[src/rtl/mul_long_wb_if.sv]
// Bundles the request side (operands and destinations) and the dual write port of the long multiplier.
// The multiplier uses the master modport and drives the register file writes; the requester uses slave.
interface mul_long_wb_if;
    logic        start;
    logic        is_signed;
    logic        accumulate;
    logic [31:0] op_a;
    logic [31:0] op_b;
    logic [31:0] acc_lo;
    logic [31:0] acc_hi;
    logic [3:0]  rdlo;
    logic [3:0]  rdhi;
    logic        wb_grant;
    logic        busy;
    logic        we3;
    logic [3:0]  wa3;
    logic [31:0] wd3;
    logic [3:0]  wa4;
    logic [31:0] wd4;
    logic        long;
    logic        done;
    logic        err;

    modport master (
        input  start, is_signed, accumulate, op_a, op_b, acc_lo, acc_hi, rdlo, rdhi, wb_grant,
        output busy, we3, wa3, wd3, wa4, wd4, long, done, err
    );

    modport slave (
        output start, is_signed, accumulate, op_a, op_b, acc_lo, acc_hi, rdlo, rdhi, wb_grant,
        input  busy, we3, wa3, wd3, wa4, wd4, long, done, err
    );
endinterface

[src/rtl/mul_long_wb.sv]
// Iterative 32x32->64 multiplier (UMULL/SMULL/UMLAL/SMLAL) writing RdLo/RdHi through the dual write port.
// Optional MUL_EARLY_TERM_EN: leave RUN as soon as the remaining multiplier magnitude is zero.
module mul_long_wb #(
    parameter int BITS_PER_CYCLE = 1
) (
    input  logic             clk,
    input  logic             reset_n,
    mul_long_wb_if.master    bus
);
    localparam int N  = 32 / BITS_PER_CYCLE;
    localparam int CW = 6;

    typedef enum logic [2:0] {IDLE, RUN, FIX, WB, DONE} state_t;

    state_t      state_reg, state_next;
    logic [63:0] mcand_reg;
    logic [31:0] mplier_reg;
    logic [63:0] prod_reg;
    logic [CW-1:0] cnt_reg;
    logic        neg_reg;
    logic        acc_en_reg;
    logic [63:0] acc_reg;
    logic [3:0]  rdlo_reg;
    logic [3:0]  rdhi_reg;
    logic        err_pend_reg;

    logic        busy_reg, we3_reg, long_reg, done_reg, err_reg;
    logic [3:0]  wa3_reg, wa4_reg;
    logic [31:0] wd3_reg, wd4_reg;

    logic [31:0] mag_a, mag_b;
    logic [63:0] pp [BITS_PER_CYCLE];
    logic [63:0] step_sum;
    logic [31:0] mplier_rem_next;
    logic        last_iter, run_exit, idle_skip;
    logic [63:0] fix_val;

    logic        wr_en, wr_long, wr_err;
    logic [3:0]  wr_wa3, wr_wa4;
    logic [31:0] wr_wd3, wr_wd4;

    assign mag_a = (bus.is_signed && bus.op_a[31]) ? (~bus.op_a + 32'd1) : bus.op_a;
    assign mag_b = (bus.is_signed && bus.op_b[31]) ? (~bus.op_b + 32'd1) : bus.op_b;

    // One shifted copy of the multiplicand per multiplier bit retired this cycle.
    generate
        for (genvar gi = 0; gi < BITS_PER_CYCLE; gi++) begin : g_pp
            assign pp[gi] = mplier_reg[gi] ? (mcand_reg << gi) : 64'd0;
        end
    endgenerate

    always_comb begin
        step_sum = prod_reg;
        for (int i = 0; i < BITS_PER_CYCLE; i++) begin
            step_sum = step_sum + pp[i];
        end
    end

    assign mplier_rem_next = mplier_reg >> BITS_PER_CYCLE;
    assign last_iter       = (cnt_reg == CW'(N - 1));

`ifdef MUL_EARLY_TERM_EN
    assign run_exit  = last_iter || (mplier_rem_next == 32'd0);
    assign idle_skip = (mag_b == 32'd0);
`else
    assign run_exit  = last_iter;
    assign idle_skip = 1'b0;
`endif

    // Accumulate wraps modulo 2^64; the carry out of bit 63 is simply dropped.
    assign fix_val = (neg_reg ? (~prod_reg + 64'd1) : prod_reg) + (acc_en_reg ? acc_reg : 64'd0);

    always_comb begin
        wr_en   = 1'b1;
        wr_long = 1'b1;
        wr_err  = 1'b0;
        wr_wa3  = rdlo_reg;
        wr_wd3  = fix_val[31:0];
        wr_wa4  = rdhi_reg;
        wr_wd4  = fix_val[63:32];
        if (rdlo_reg == 4'd15 && rdhi_reg == 4'd15) begin
            wr_en   = 1'b0;
            wr_long = 1'b0;
            wr_err  = 1'b1;
            wr_wa3  = 4'h0;
            wr_wd3  = 32'h0;
            wr_wa4  = 4'h0;
            wr_wd4  = 32'h0;
        end else if (rdlo_reg == 4'd15 || rdlo_reg == rdhi_reg) begin
            // High word wins when both halves target one register or RdLo is r15.
            wr_long = 1'b0;
            wr_err  = (rdlo_reg == 4'd15);
            wr_wa3  = rdhi_reg;
            wr_wd3  = fix_val[63:32];
            wr_wa4  = 4'h0;
            wr_wd4  = 32'h0;
        end else if (rdhi_reg == 4'd15) begin
            wr_long = 1'b0;
            wr_err  = 1'b1;
            wr_wa4  = 4'h0;
            wr_wd4  = 32'h0;
        end
    end

    always_comb begin
        state_next = state_reg;
        unique case (state_reg)
            IDLE: if (bus.start) state_next = idle_skip ? FIX : RUN;
            RUN:  if (run_exit) state_next = FIX;
            FIX:  state_next = WB;
            // No pending write means there is nothing to wait for.
            WB:   if (bus.wb_grant || !we3_reg) state_next = DONE;
            DONE: state_next = IDLE;
            default: state_next = IDLE;
        endcase
    end

    always_ff @(posedge clk or negedge reset_n) begin
        if (!reset_n) begin
            state_reg    <= IDLE;
            mcand_reg    <= 64'h0;
            mplier_reg   <= 32'h0;
            prod_reg     <= 64'h0;
            cnt_reg      <= '0;
            neg_reg      <= 1'b0;
            acc_en_reg   <= 1'b0;
            acc_reg      <= 64'h0;
            rdlo_reg     <= 4'h0;
            rdhi_reg     <= 4'h0;
            err_pend_reg <= 1'b0;
            busy_reg     <= 1'b0;
            we3_reg      <= 1'b0;
            wa3_reg      <= 4'h0;
            wd3_reg      <= 32'h0;
            wa4_reg      <= 4'h0;
            wd4_reg      <= 32'h0;
            long_reg     <= 1'b0;
            done_reg     <= 1'b0;
            err_reg      <= 1'b0;
        end else begin
            state_reg <= state_next;
            busy_reg  <= (state_next != IDLE);
            done_reg  <= 1'b0;
            unique case (state_reg)
                IDLE: begin
                    if (bus.start) begin
                        mcand_reg  <= {32'h0, mag_a};
                        mplier_reg <= mag_b;
                        prod_reg   <= 64'h0;
                        cnt_reg    <= '0;
                        neg_reg    <= bus.is_signed & (bus.op_a[31] ^ bus.op_b[31]);
                        acc_en_reg <= bus.accumulate;
                        acc_reg    <= {bus.acc_hi, bus.acc_lo};
                        rdlo_reg   <= bus.rdlo;
                        rdhi_reg   <= bus.rdhi;
                    end
                end
                RUN: begin
                    prod_reg   <= step_sum;
                    mcand_reg  <= mcand_reg << BITS_PER_CYCLE;
                    mplier_reg <= mplier_rem_next;
                    cnt_reg    <= cnt_reg + 1'b1;
                end
                FIX: begin
                    we3_reg      <= wr_en;
                    long_reg     <= wr_long;
                    wa3_reg      <= wr_wa3;
                    wd3_reg      <= wr_wd3;
                    wa4_reg      <= wr_wa4;
                    wd4_reg      <= wr_wd4;
                    err_pend_reg <= wr_err;
                end
                WB: begin
                    if (state_next == DONE) begin
                        we3_reg  <= 1'b0;
                        long_reg <= 1'b0;
                        wa3_reg  <= 4'h0;
                        wd3_reg  <= 32'h0;
                        wa4_reg  <= 4'h0;
                        wd4_reg  <= 32'h0;
                        done_reg <= 1'b1;
                        err_reg  <= err_pend_reg;
                    end
                end
                DONE: begin
                    err_reg <= 1'b0;
                end
                default: ;
            endcase
        end
    end

    assign bus.busy = busy_reg;
    assign bus.we3  = we3_reg;
    assign bus.wa3  = wa3_reg;
    assign bus.wd3  = wd3_reg;
    assign bus.wa4  = wa4_reg;
    assign bus.wd4  = wd4_reg;
    assign bus.long = long_reg;
    assign bus.done = done_reg;
    assign bus.err  = err_reg;
endmodule

[src/flat_wrapper.sv]
// flat-port wrapper written by rule: the top's interface ports become plain ports
module mul_long_wb_flat 
#(
    parameter int BITS_PER_CYCLE = 1
)
  (clk, reset_n, bus_start, bus_is_signed, bus_accumulate, bus_op_a, bus_op_b, bus_acc_lo, bus_acc_hi, bus_rdlo, bus_rdhi, bus_wb_grant, bus_busy, bus_we3, bus_wa3, bus_wd3, bus_wa4, bus_wd4, bus_long, bus_done, bus_err);
  mul_long_wb_if bus_i ();
  input  logic clk;
  input  logic reset_n;
  input wire logic [$bits(bus_i.start)-1:0] bus_start;
  input wire logic [$bits(bus_i.is_signed)-1:0] bus_is_signed;
  input wire logic [$bits(bus_i.accumulate)-1:0] bus_accumulate;
  input wire logic [$bits(bus_i.op_a)-1:0] bus_op_a;
  input wire logic [$bits(bus_i.op_b)-1:0] bus_op_b;
  input wire logic [$bits(bus_i.acc_lo)-1:0] bus_acc_lo;
  input wire logic [$bits(bus_i.acc_hi)-1:0] bus_acc_hi;
  input wire logic [$bits(bus_i.rdlo)-1:0] bus_rdlo;
  input wire logic [$bits(bus_i.rdhi)-1:0] bus_rdhi;
  input wire logic [$bits(bus_i.wb_grant)-1:0] bus_wb_grant;
  output wire logic [$bits(bus_i.busy)-1:0] bus_busy;
  output wire logic [$bits(bus_i.we3)-1:0] bus_we3;
  output wire logic [$bits(bus_i.wa3)-1:0] bus_wa3;
  output wire logic [$bits(bus_i.wd3)-1:0] bus_wd3;
  output wire logic [$bits(bus_i.wa4)-1:0] bus_wa4;
  output wire logic [$bits(bus_i.wd4)-1:0] bus_wd4;
  output wire logic [$bits(bus_i.long)-1:0] bus_long;
  output wire logic [$bits(bus_i.done)-1:0] bus_done;
  output wire logic [$bits(bus_i.err)-1:0] bus_err;
  assign bus_i.start = bus_start;
  assign bus_i.is_signed = bus_is_signed;
  assign bus_i.accumulate = bus_accumulate;
  assign bus_i.op_a = bus_op_a;
  assign bus_i.op_b = bus_op_b;
  assign bus_i.acc_lo = bus_acc_lo;
  assign bus_i.acc_hi = bus_acc_hi;
  assign bus_i.rdlo = bus_rdlo;
  assign bus_i.rdhi = bus_rdhi;
  assign bus_i.wb_grant = bus_wb_grant;
  assign bus_busy = bus_i.busy;
  assign bus_we3 = bus_i.we3;
  assign bus_wa3 = bus_i.wa3;
  assign bus_wd3 = bus_i.wd3;
  assign bus_wa4 = bus_i.wa4;
  assign bus_wd4 = bus_i.wd4;
  assign bus_long = bus_i.long;
  assign bus_done = bus_i.done;
  assign bus_err = bus_i.err;
  mul_long_wb #(.BITS_PER_CYCLE(BITS_PER_CYCLE)) u_core (.clk(clk), .reset_n(reset_n), .bus(bus_i));
endmodule
[config.mk]
export PLATFORM = sky130hd
export DESIGN_NAME = mul_long_wb_flat
export DESIGN_NICKNAME = d
export VERILOG_FILES = /design/src/rtl/mul_long_wb_if.sv /design/src/rtl/mul_long_wb.sv /design/src/flat_wrapper.sv
export SDC_FILE = /design/constraint.sdc
export NUM_CORES = 1
export LEC_CHECK = 0
export ABC_AREA = 1
export CORE_ASPECT_RATIO = 1.4
export CORE_MARGIN = 2
export CORE_UTILIZATION = 45
export CTS_CLUSTER_SIZE = 20
export DETAILED_ROUTE_END_ITERATION = 10
export GPL_ROUTABILITY_DRIVEN = 1
export HOLD_SLACK_MARGIN = 0.12
export PLACE_DENSITY = 0.63
export SYNTH_ARGS = -nofsm -noshare
export SYNTH_HDL_FRONTEND = slang
export SYNTH_SLANG_ARGS = --single-unit
[constraint.sdc]
create_clock -name clk -period 3.9 [get_ports clk]
set_input_delay 0.585 -clock clk [delete_from_list [all_inputs] [get_ports clk]]
set_output_delay 0.585 -clock clk [all_outputs]
set_load 0.05 [all_outputs]
Word-level counts from Yosys, hierarchy flattened
Index checks and enable logic that the tools add are counted.
{"block": "word_totals", "regBits": 321, "inputBits": 142, "output_inout_bits": 77, "word_cells": 104}
{"block": "op_classes", "add_sub_neg": 6, "n_eq_ne": 11, "n_mux": 47, "bitwise": 5, "n_reduce_logical": 15}
{"op": "two-way mux 64 bit", "count": 5}
{"op": "two-way mux 32 bit", "count": 9}
{"op": "one-hot mux 64 bit (2 select lines)", "count": 2}
{"op": "one-hot mux 32 bit (2 select lines)", "count": 3}
{"op": "adder 64 bit", "count": 2}
{"op": "adder 32 x 1 -> 32 bit, second input constant", "count": 2}
{"op": "adder 64 x 1 -> 64 bit, second input constant", "count": 1}
{"op": "NOT 32 bit", "count": 2}
{"op": "NOT 64 bit", "count": 1}
{"op": "two-way mux 4 bit", "count": 6}
{"op": "one-hot mux 4 bit (2 select lines)", "count": 2}
{"op": "one-hot mux 3 bit (4 select lines)", "count": 1}
{"op": "one-hot mux 6 bit (2 select lines)", "count": 1}
{"op": "two-way mux 1 bit", "count": 11}
{"op": "two-way mux 3 bit", "count": 3}
{"op": "equality test 4 bit, second input constant", "count": 2}
{"op": "AND reduction 2 bit", "count": 4}
{"op": "adder 6 x 1 -> 6 bit, second input constant", "count": 1}
{"op": "equality test 3 x 2 -> 1 bit, second input constant", "count": 2}
{"op": "equality test 3 bit, second input constant", "count": 2}
{"op": "equality test 6 x 5 -> 1 bit, second input constant", "count": 1}
{"op": "two-way mux 6 bit", "count": 1}
{"op": "one-hot mux 1 bit (2 select lines)", "count": 3}
{"op": "nonzero test 2 bit", "count": 3}
{"op": "11 further kinds", "count": 14}

Longest topological paths before layout
{"block": "logic_depth", "word_depth": 8, "mapped_depth": 27, "ltp_nobuf": 27}

Worst setup path after synthesis
Ideal clock, no wire load.
{"block": "synth_timing", "path_type": "register to register", "start": "register u_core.prod_reg[1]", "end": "register u_core.wd3_reg[28], in the netlist u_core.bus.wd3[28]", "setup_ns": 0.118, "arrival_ns": 3.057, "required_time_ns": 3.782, "path_slack_ns": 0.726, "path_stages_with_launch": 23, "path_buffers": 0, "synth_period_minus_slack_ns": 3.174, "cell_sequence": "dfrtp_1 inv_1 ha_1 nand3_1 nor2_2 nand2_1 nor2_1 nand4_1 o21ai_2 nand2_1 xor2_1 ha_1 nand2_1 inv_1 nand2_1 nor3_1 inv_1 nor3_1 nand2_1 nand3_1 nand3_1 nand2_1 nand2_1"}
{"block": "synth_via", "elab_chain_cells": 7}
{"item": "from (decl)", "line": "mul_long_wb.sv:18", "source": "logic [63:0] prod_reg;"}
{"item": "from (signal assigned)", "line": "mul_long_wb.sv:159", "source": "prod_reg <= step_sum;"}
{"item": "NOT 64 bit", "line": "mul_long_wb.sv:71", "source": "assign fix_val = (neg_reg ? (~prod_reg + 64'd1) : prod_reg) + (acc_en_reg ? acc_reg : 64'd0);"}
{"item": "adder 64 x 1 -> 64 bit", "line": "mul_long_wb.sv:71"}
{"item": "two-way mux 64 bit (*)", "line": "mul_long_wb.sv:71"}
{"item": "adder 64 bit (*)", "line": "mul_long_wb.sv:71"}
{"item": "two-way mux 32 bit (*)", "line": "mul_long_wb.sv:89", "source": "end else if (rdlo_reg == 4'd15 || rdlo_reg == rdhi_reg) begin"}
{"item": "two-way mux 32 bit (*)", "line": "mul_long_wb.sv:81", "source": "if (rdlo_reg == 4'd15 && rdhi_reg == 4'd15) begin"}
{"item": "one-hot mux 32 bit (2 select lines) (*)", "line": "mul_long_wb.sv:144", "source": "unique case (state_reg)"}
{"item": "to (signal assigned)", "line": "mul_long_wb.sv:168", "source": "wd3_reg <= wr_wd3;"}
{"item": "to (decl)", "line": "mul_long_wb.sv:29", "source": "logic [31:0] wd3_reg, wd4_reg;"}
Every way passes the cells marked *; elsewhere a longest branch is shown, timed or not.
A chain may end at the register's enable or synchronous reset.

Worst setup path after layout
{"block": "layout_timing", "start": "register u_core.prod_reg[37]", "end": "register u_core.wd3_reg[23], in the netlist u_core.bus.wd3[23]"}
The elaborated chain is that of the path after synthesis.

==> reports/qor.yml <==
placement:
  dp.cells: 5968
  place_congestion: 1.00
  place_area_um2: 33300
  place_hpwl_mm: 90.7
  port_buffers: 218
final_layout:
  fin_area_um2: 36300
  antenna-diode-count: 0
  finalNonFillerCells: 6060
  drive_above_1_share: 0.138
  nFillCells: 6311
  syn_to_final_growth_pct: 28.7
  fin_nets: 5497
  regArea_um2: 8040
  multiInputGateArea_um2: 18100
detailed_routing:
  drtAntennaViolNets: 0
  vias: 31200
  drc: 0
  drt_iter0_drc: 1937
  via_per_inst: 5.14
  finalWirelength_mm: 111
  drtPass1Iterations: 6
  wl_per_cell_um: 18.4
cts:
  worst_setup_hold_path_clk_slew_ps: 70
  cts_buffers: 37
  h-tree-depth: 2
  cts_tree: "built"
  clk_latency_ps: 580
  clock_path_buffers: 3
  root_buffer: "clkbuf_16"
  cts_sinks: 321
synth:
  synthAdderAreaFrac: 0.0657
  synth.cell_area_um2: 28200
  syn_nets: 5037
  syn_avg_cell_area_um2: 5.94
  synth_compound_area_frac: 0.112
  ys.warnings.count: 0
  synth-seq-area-share: 0.285
  synth_ff_type: "dfrtp_1"
  synth-simple-area-share: 0.375
  synthCells: 4748
  synthXorXnorAreaFrac: 0.0335
  synth_mux_area_frac: 0
  synth_top_family_by_area: "simple AND/OR/NAND/NOR gates"
  synth-seq-cells: 321
  synth_edf_count: 0
  synth_cell_types: 50
  async_flop_share: 1.00
timing:
  fmax_mhz: 262
  tightest_slew_ps: 1050
  hold_viol_final: 0
  relSlewSlack: 0.302
  tns_ps: 0
  period_share: 0.980
  drv_slew: 0
  setup-violations-final: 0
  grt_setup_unrepaired: "yes"
  clock_skew_ps: 31.4
  fin_crit_ps: 3820
  holdWs_ps: 469
pwr:
  power_density_nw_per_um2: 982
  power_leakage_nw: 19.8
  irDropWorstVdd_mv: 0.757
min_path:
  hp-class: "reg -> reg"
grt:
  grt_usage: 0.338
  grt_pass1_wl_mm: 169
  grt_max_degree: 111
  antenna_found_initial: 0
  grt_pass1_vias: 30700
  overflow: 0
status:
  outcome: "finished, final reports clean"
worst_setup_path:
  cp.required_ps: 4370
  endpoint_kind: "flip-flop"
  cp-start-kind: "flip-flop"
  path_max_fanout: 5
  cp.arrival_ps: 4300
  worstSetupPathType: "reg -> reg"
floorplanning:
  start_util: 0.455
  die_w_um: 216
  rows: 108
  die_h_um: 300
  core_area_um2: 62000
  ios: 219
  die_area_um2: 64700
job:
  cap_violations: 0
-- cell usage in the layout (no fill, tap or decap), drive strengths merged, types with 4 or more instances in the layout --
cell type and instances:
o31ai 5, ha 145, xor2 82, o221ai 26
nor4 9, o22ai 51, bufinv 4, nand3b 17
xnor2 26, o21bai 23, buf 309, inv 853
nor2 434, nor3 52, clkinv 11, clkbuf 52
nand4 37, nand3 244, dfrtp 321, o211ai 14
a21oi 214, clkdlybuf4s50 217, or2 10, nand2 1839
o21ai 210, o21a 5
-- worst max-delay path, cell delays in order, from the launching register on --
cell      delay, ps
dfrtp_1         450
nor2_1          170
nand3_1         170
nor2_1          200
nand4_1         100
nor2_1          180
nand4_1         200
xor2_1          200
a21oi_1         170
buf_4           150
ha_2            320
nand2_1          90
nand2_1          90
buf_4           150
inv_1           100
nand2_4          70
nand2_2          70
nand2_2          70
o21bai_1        150
a21oi_1         160
nand2_1          90
nand2_2          90
nand3_2         100
nand2_1         120
nand2_1          50
-- routing by layer --
metal  vias up  track usage  part of all wire
met5         -            0                 0
met4         0        0.222             0.078
met3       328       0.0277             0.038
met2       873        0.619              0.50
met1     14300        0.375              0.38
li1      15600            -                 -
-- power breakdown --
part | total [mW] | leakage [nW] | switching [mW] | internal [mW]
Combinational | 25.7 | 15.1 | 16.5 | 9.24
Sequential | 6.15 | 4.02 | 1.25 | 4.90
Clock | 3.77 | 0.642 | 1.53 | 2.24
Total | 35.6 | 19.8 | 19.3 | 16.4
-- cells by family (layout without fill, tap and decap cells) --
| kind of cell | Yosys count | in the layout |
|---|---|---|
| buffers and inverters | 962 | 1449 |
| XOR/XNOR | 108 | 108 |
| flip-flops | 321 | 321 |
| AND/OR/NAND/NOR | 2647 | 2647 |
| AO/OA/AOI/OAI | 563 | 563 |
| adder cells (fa/ha/maj) | 147 | 147 |
-- layout make-up --
| type | count | area share |
|---|---|---|
| multi-input cells | 3465 | 0.497 |
| flip-flops and latches | 321 | 0.221 |
| repair buffers | 527 | 0.129 |
| inverters | 856 | 0.0888 |
| clock buffers | 52 | 0.0304 |
| well taps | 825 | 0.0284 |
| clock inverters | 14 | 0.00524 |
-- through the flow --
stage               worst slack [ps]  power [mW]  utilization
global route                   -73.4        38.3        0.585
CTS                             1.26        33.1        0.560
floorplan                        726        19.7            -
finish                          78.6        35.6        0.585
global placement                -287        29.0        0.536
detailed placement              -322        29.0        0.536
-- final timing paths --
kind / startpoint / to / slack [ps] / cells after the start
min in group asynchronous: reset_n / u_core.mplier_reg[6] / 610 / 2
max in group asynchronous: reset_n / u_core.prod_reg[13] / 2340 / 3
worst max-delay path: u_core.prod_reg[37] / u_core.bus.wd3[23] / 80 / 24
worst max register to register: u_core.prod_reg[37] / u_core.bus.wd3[23] / 80 / 24
worst min register to register: u_core.acc_reg[46] / u_core.acc_reg[46] / 470 / 2
worst min-delay path: u_core.acc_reg[46] / u_core.acc_reg[46] / 470 / 2
-- cells in the mapped netlist, types with 4 or more instances --
| master | number | area, µm² |
|---|---|---|
| nand2_1 | 1838 | 6900 |
| ha_1 | 145 | 1810 |
| a21oi_1 | 214 | 1070 |
| o21bai_1 | 23 | 173 |
| inv_1 | 852 | 3200 |
| xnor2_1 | 26 | 228 |
| dfrtp_1 | 321 | 8030 |
| nor4_1 | 8 | 50.1 |
| buf_1 | 13 | 48.8 |
| o31ai_1 | 5 | 37.5 |
| o221ai_1 | 26 | 228 |
| nand3b_1 | 17 | 128 |
| nand4_1 | 36 | 225 |
| nand3_1 | 244 | 1220 |
| o21ai_1 | 4 | 20.0 |
| nor2_1 | 431 | 1620 |
| o211ai_1 | 14 | 105 |
| o21a_1 | 5 | 37.5 |
| xor2_1 | 82 | 718 |
| buf_2 | 23 | 115 |
| nor3_1 | 48 | 240 |
| o21ai_0 | 204 | 1020 |
| or2_2 | 9 | 56.3 |
| o22ai_1 | 51 | 319 |
| clkbuf_1 | 70 | 263 |
-- timing repair --
item | 4_1_cts | 5_1_grt
endpoints found under the setup margin | 50 | 64
resized for setup | 39 | 376
hold buffers | 1 | 0
pin swaps | 9 | 123
buffers inserted | 5 | 22
endpoints found under the hold margin | 73 | 0
Power figures use the tool's default switching activity.
